### config.mk
export PLATFORM = sky130hd
export DESIGN_NAME = wb_stage
export DESIGN_NICKNAME = d
export VERILOG_FILES = /design/src/rtl/wb_stage.sv
export SDC_FILE = /design/constraint.sdc
export NUM_CORES = 1
export LEC_CHECK = 0
export CORE_MARGIN = 2
export CORE_UTILIZATION = 35
export DETAILED_ROUTE_END_ITERATION = 10
export PLACE_DENSITY = 0.7
export RECOVER_POWER = 100
export SLEW_MARGIN = 25
export SYNTH_ARGS = -nofsm -noshare
export SYNTH_HDL_FRONTEND = slang
export SYNTH_SLANG_ARGS = --single-unit
### constraint.sdc
create_clock -name clk -period 2.69 [get_ports clk]
set_clock_uncertainty 0.2 [all_clocks]
set_input_delay 0.6725 -clock clk [delete_from_list [all_inputs] [get_ports clk]]
set_output_delay 0.6725 -clock clk [all_outputs]
set_load 0.02 [all_outputs]
### src/rtl/wb_stage.sv
// Writeback stage: drives the register file write port and the R15 link port,
// holding loads until read data returns. Optional macro: WB_RETIRE_CNT_EN.
module wb_stage #(
  parameter int DSIZE        = 16,
  parameter int RSIZE        = 4,
  parameter int LOAD_TIMEOUT = 15
) (
  input  logic             clk,
  input  logic             rst,
  input  logic             in_valid,
  output logic             in_ready,
  input  logic [RSIZE-1:0] in_dest,
  input  logic             in_wen,
  input  logic             in_load,
  input  logic             in_jal,
  input  logic [DSIZE-1:0] in_alu,
  input  logic [DSIZE-1:0] in_pc_next,
  input  logic             mem_rvalid,
  input  logic [DSIZE-1:0] mem_rdata,
  output logic             wen,
  output logic [RSIZE-1:0] waddr,
  output logic [DSIZE-1:0] wdata,
  output logic             r15enable,
  output logic [DSIZE-1:0] r15,
  output logic             load_err,
  output logic [15:0]      retire_count
);

  // state     | meaning
  // IDLE      | ready for a retiring instruction
  // LOAD_WAIT | load accepted, waiting for mem_rvalid or timeout
  typedef enum logic {IDLE = 1'b0, LOAD_WAIT = 1'b1} state_t;

  localparam logic [7:0] TMO_LAST = 8'(LOAD_TIMEOUT - 1);

  state_t           r_state;
  logic [7:0]       r_tmo;
  logic [RSIZE-1:0] r_ld_dest;
  logic             r_ld_qual;
  logic             r_wen;
  logic [RSIZE-1:0] r_waddr;
  logic [DSIZE-1:0] r_wdata;
  logic             r_r15en;
  logic [DSIZE-1:0] r_r15;
  logic             r_load_err;

  logic w_accept;
  logic w_dest_ok;

  assign w_accept  = in_valid && (r_state == IDLE);
  assign w_dest_ok = (in_dest != '0) && (in_dest != RSIZE'(15));

  always_ff @(posedge clk or posedge rst) begin
    if (rst) begin
      r_state    <= IDLE;
      r_tmo      <= '0;
      r_ld_dest  <= '0;
      r_ld_qual  <= 1'b0;
      r_wen      <= 1'b0;
      r_waddr    <= '0;
      r_wdata    <= '0;
      r_r15en    <= 1'b0;
      r_r15      <= '0;
      r_load_err <= 1'b0;
    end else begin
      r_wen   <= 1'b0;
      r_r15en <= 1'b0;
      case (r_state)
        IDLE: begin
          if (w_accept) begin
            if (in_load) begin
              r_state   <= LOAD_WAIT;
              r_tmo     <= '0;
              r_ld_dest <= in_dest;
              r_ld_qual <= in_wen && w_dest_ok;
            end else begin
              r_wen   <= in_wen && !in_jal && w_dest_ok;
              r_waddr <= in_dest;
              r_wdata <= in_alu;
              r_r15en <= in_jal;
              r_r15   <= in_pc_next;
            end
          end
        end
        LOAD_WAIT: begin
          // rvalid takes priority over the timeout in the final wait cycle
          if (mem_rvalid) begin
            r_wen   <= r_ld_qual;
            r_waddr <= r_ld_dest;
            r_wdata <= mem_rdata;
            r_state <= IDLE;
          end else if (r_tmo == TMO_LAST) begin
            r_state    <= IDLE;
            r_load_err <= 1'b1;
          end else begin
            r_tmo <= r_tmo + 8'd1;
          end
        end
        default: r_state <= IDLE;
      endcase
    end
  end

`ifdef WB_RETIRE_CNT_EN
  logic        w_retire;
  logic [15:0] r_retire;

  assign w_retire = (w_accept && !in_load) || ((r_state == LOAD_WAIT) && mem_rvalid);

  always_ff @(posedge clk or posedge rst) begin
    if (rst) begin
      r_retire <= '0;
    end else if (w_retire) begin
      r_retire <= r_retire + 16'd1;
    end
  end

  assign retire_count = r_retire;
`else
  assign retire_count = '0;
`endif

  assign in_ready  = (r_state == IDLE);
  assign wen       = r_wen;
  assign waddr     = r_waddr;
  assign wdata     = r_wdata;
  assign r15enable = r_r15en;
  assign r15       = r_r15;
  assign load_err  = r_load_err;

endmodule

==> impl_summary.txt <==
----------------------------------------------------
[Global routing]
  Largest net degree at the start of global routing ... 34
  Initial antenna violation count ... 0
  Number of global-route vias before repair ... 1896
  Global route total overflow ... 0
  Total track usage ... 15.4%
  Wire length of the first global-routing pass ... 9180 um

[Placed design]
  Detail Placement HPWL ... 4160 um
  Worst setup slack before clock tree synthesis ... 0.340 ns
  Port bufs ... 98
  Total instance count after detailed placement ... 404
  Global placer's final weighted congestion ... 0.792

[STA]
  Minimum clock period after layout ... 2.43 ns
  Slew of the pin with the lowest slew margin ... 0.843 ns
  Setup TNS Final ... 0 ns
  RSZ-0062 raised after global routing ... false
  Final hold viol count ... 0
  Tightest slew margin relative to the limit ... 43.8%
  Peak clock frequency supported by timing ... 411 MHz
  Number of endpoints failing setup at the final stage ... 0
  Final WS setup ... 0.260 ns
  Share of the cycle needed by the critical path after routing ... 90.3%
  Pins over their slew limit ... 0

[Routing]
  Average detailed-routed wire length per instance ... 13.5 um
  DR DRC count ... 0
  First-pass iteration count of the detailed router ... 4
  Drt first-iter violations ... 60
  Via density per instance ... 4.63
  Highest routed metal layer ... met4
  Remaining number of nets flagged by the antenna check after routing ... 0
  Total routed wire length on the met1 layer ... 2160 um
  Final routed wirelength across all metal layers ... 5540 um
  WL met2 ... 2990 um
  Vias after detailed routing ... 1901
  Total length of routed met3 wires ... 352 um

[Setup path]
  Reg2reg path depth ... 6
  Setup crit end kind ... output port
  Slowest cell delay on critical path ... 0.70 ns
  Buffers plus inverters on the worst setup path ... 2
  Setup CP Type ... flip-flop to output port
  Largest delay share family, worst path ... buffers and inverters
  Worst reg2reg setup slack ... 0.51 ns
  Crit-path max FO ... 5
  Arrival time of data at the critical path endpoint ... 1.56 ns
  Crit path launch type ... flip-flop
  Cell with the biggest individual delay on the critical path ... sky130_fd_sc_hd__dlygate4sd3_1
  Required time worst endpoint ... 1.82 ns
  R2R Path End ... wdata[7]
  R2R Path Start ... r_state
  CP Cell Sequence ... inv_1 > dlygate4sd3_1

[Min path]
  Hold EP ... load_err
  Cells on Worst Hold Path ... 2
  Hold path startpoint ... load_err
  Worst min-delay path class ... flip-flop to flip-flop

[Clock network]
  Post-cts hold buffer count ... 0
  Clock tree from TritonCTS ... done
  CTS clk-pin slew, worst paths ... 0.09 ns
  Number of clock sinks seen by CTS ... 53
  CTS root buffer ... sky130_fd_sc_hd__clkbuf_8
  Number of buffers created by CTS ... 5
  Max Root-Sink Buffers ... 2
  # H-tree levels ... 2
  Post-CTS Repair Setup Buffers ... 0
  CTS resizes ... 0
  Insertion delay to the later sink of the worst-skew pair ... 0.30 ns

[Logic synthesis]
  Top-area cell type share of the netlist area ... 53.6%
  Total of flip-flops plus latches after synthesis ... 53
  Yosys warning count ... 0
  Synthesized instance count ... 214
  EDFF count, synth ... 0
  Top area cells in the synthesized netlist ... sky130_fd_sc_hd__dfrtp_1 (54%), sky130_fd_sc_hd__mux2_2 (9.6%), sky130_fd_sc_hd__mux2i_1 (8.1%)
  Prevailing post-synth register cell ... sky130_fd_sc_hd__dfrtp_1
  Average cell area after synthesis ... 11.6 um2
  Share of synthesized registers carrying an async set or reset ... 100%
  Largest area contributor in the synthesized netlist ... sky130_fd_sc_hd__dfrtp_1
  Post-Syn Area ... 2470 um2
  Sequential fraction of the synthesis area ... 53.6%
  Number of unique standard cell types used by synthesis ... 35

[Die]
  Total Die Area ... 7760 um2
  Site Rows ... 30
  I/O Pins ... 115
  Die Y-Extent ... 88.1 um
  Initial Utilization ... 36.2%
  Core area ... 6830 um2
  Die Width ... 88.1 um

[Final layout]
  Area growth, synth to finish ... 45.7%
  Share of layout cells above drive strength 1 ... 11.4%
  # diodes ... 0
  Post-route non-filler standard cell count ... 411
  Post-layout nets ... 376

[Power]
  Static leakage ... 1.50 nW
  Peak supply drop ... 0.000335 V
  Power density of the placed cells ... 666 nW/um2
  Overall Power ... 2.40 mW

[Flow run]
  Count of max-cap constraint violations ... 0

[Run status]
  Result of the run ... completed

----------------------------------------------------
## area by class of cell
cell class | instances | area (um2)
inverters | 5 | 18.8
multi-input cells | 146 | 1000
flip-flops and latches | 53 | 1330
repair buffers | 104 | 1030
fillers | 640 | 3230
well taps | 96 | 120
clock buffers | 5 | 68.8
clock inverters | 2 | 35.0
## how the worst max path moves through the flow
stage                         from         to  slack [ns]  depth (start not counted)
after floorplan                rst   load_err        0.53                          1
after global placement    in_valid     r15[9]        0.34                          4
after detailed placement  in_valid     r15[9]        0.34                          4
after CTS                  r_state   in_ready        0.26                          2
after global routing       in_load  wdata[11]        0.13                          6
final                      r_state   in_ready        0.26                          2
## registers in the layout, indices dropped and copies added (netlist names)
register / flops
waddr: 4
r15enable: 1
r_ld_qual: 1
r15: 16
r_ld_dest: 4
r_tmo: 8
r_state: 1
wdata: 16
load_err: 1
wen: 1
## report_power, final
group,internal (mW),switching (mW)
clock network,0.271,0.243
registers,0.965,0.101
logic,0.399,0.424
## synth_stat cells (2+ instances only)
| cell type | instances |
|---|---|
| sky130_fd_sc_hd__a31oi_1 | 3 |
| sky130_fd_sc_hd__inv_1 | 5 |
| sky130_fd_sc_hd__nand4_1 | 2 |
| sky130_fd_sc_hd__nand3_1 | 7 |
| sky130_fd_sc_hd__nor2_1 | 22 |
| sky130_fd_sc_hd__mux2i_1 | 20 |
| sky130_fd_sc_hd__dfrtp_1 | 53 |
| sky130_fd_sc_hd__o21ai_0 | 3 |
| sky130_fd_sc_hd__or4_1 | 2 |
| sky130_fd_sc_hd__o31ai_1 | 2 |
| sky130_fd_sc_hd__mux2_2 | 21 |
| sky130_fd_sc_hd__nand2b_1 | 2 |
| sky130_fd_sc_hd__buf_4 | 20 |
| sky130_fd_sc_hd__a21oi_1 | 22 |
| sky130_fd_sc_hd__ha_1 | 2 |
| sky130_fd_sc_hd__nand2_1 | 5 |
| sky130_fd_sc_hd__buf_2 | 5 |
## cell usage in the layout, fill, tap and decap left out, drive strengths merged, types with 3 or more instances in the layout
master / count
clkbuf: 7
dlygate4sd3: 42
conb: 16
nor2: 22
a31oi: 3
mux2: 21
dfrtp: 53
nand3: 8
mux2i: 20
a21oi: 22
o21ai: 4
clkdlybuf4s50: 56
buf: 4
nand2: 6
inv: 5
## routing by layer
layer,track usage [%],vias up
met5,0,-
met4,3.31,0
met3,4.52,4
met2,27.3,57
met1,18.5,917
li1,-,923
## worst min-delay path, stage by stage (launching register included)
cell                      delay [ns]
sky130_fd_sc_hd__dfrtp_1        0.35
sky130_fd_sc_hd__inv_1          0.04
sky130_fd_sc_hd__o41ai_1        0.05
## logic make-up (layout without fill, tap and decap cells)
group                      count (synthesis)  after routing  share of synthesized area [%]
AOI/OAI and AO/OA                         39             39                           9.76
adders and majority gates                  2              2                           1.01
buffers and inverters                     30            116                           7.84
muxes                                     41             41                           17.6
and+or+nand+nor                           48             48                           10.0
DFF                                       53             53                           53.6
other                                      1             16                          0.152
## metrics by stage
stage          hold WS [ns]  util [%]  cell area, um2
3_5_place_dp          0.252      51.5            3520
4_1_cts               0.280      53.0            3620
2_1_floorplan         0.249         -            2530
3_3_place_gp          0.248      51.5            3520
6_report              0.272      52.8            3600
5_1_grt               0.323      52.8            3600
(Power assumes the default switching activity.)
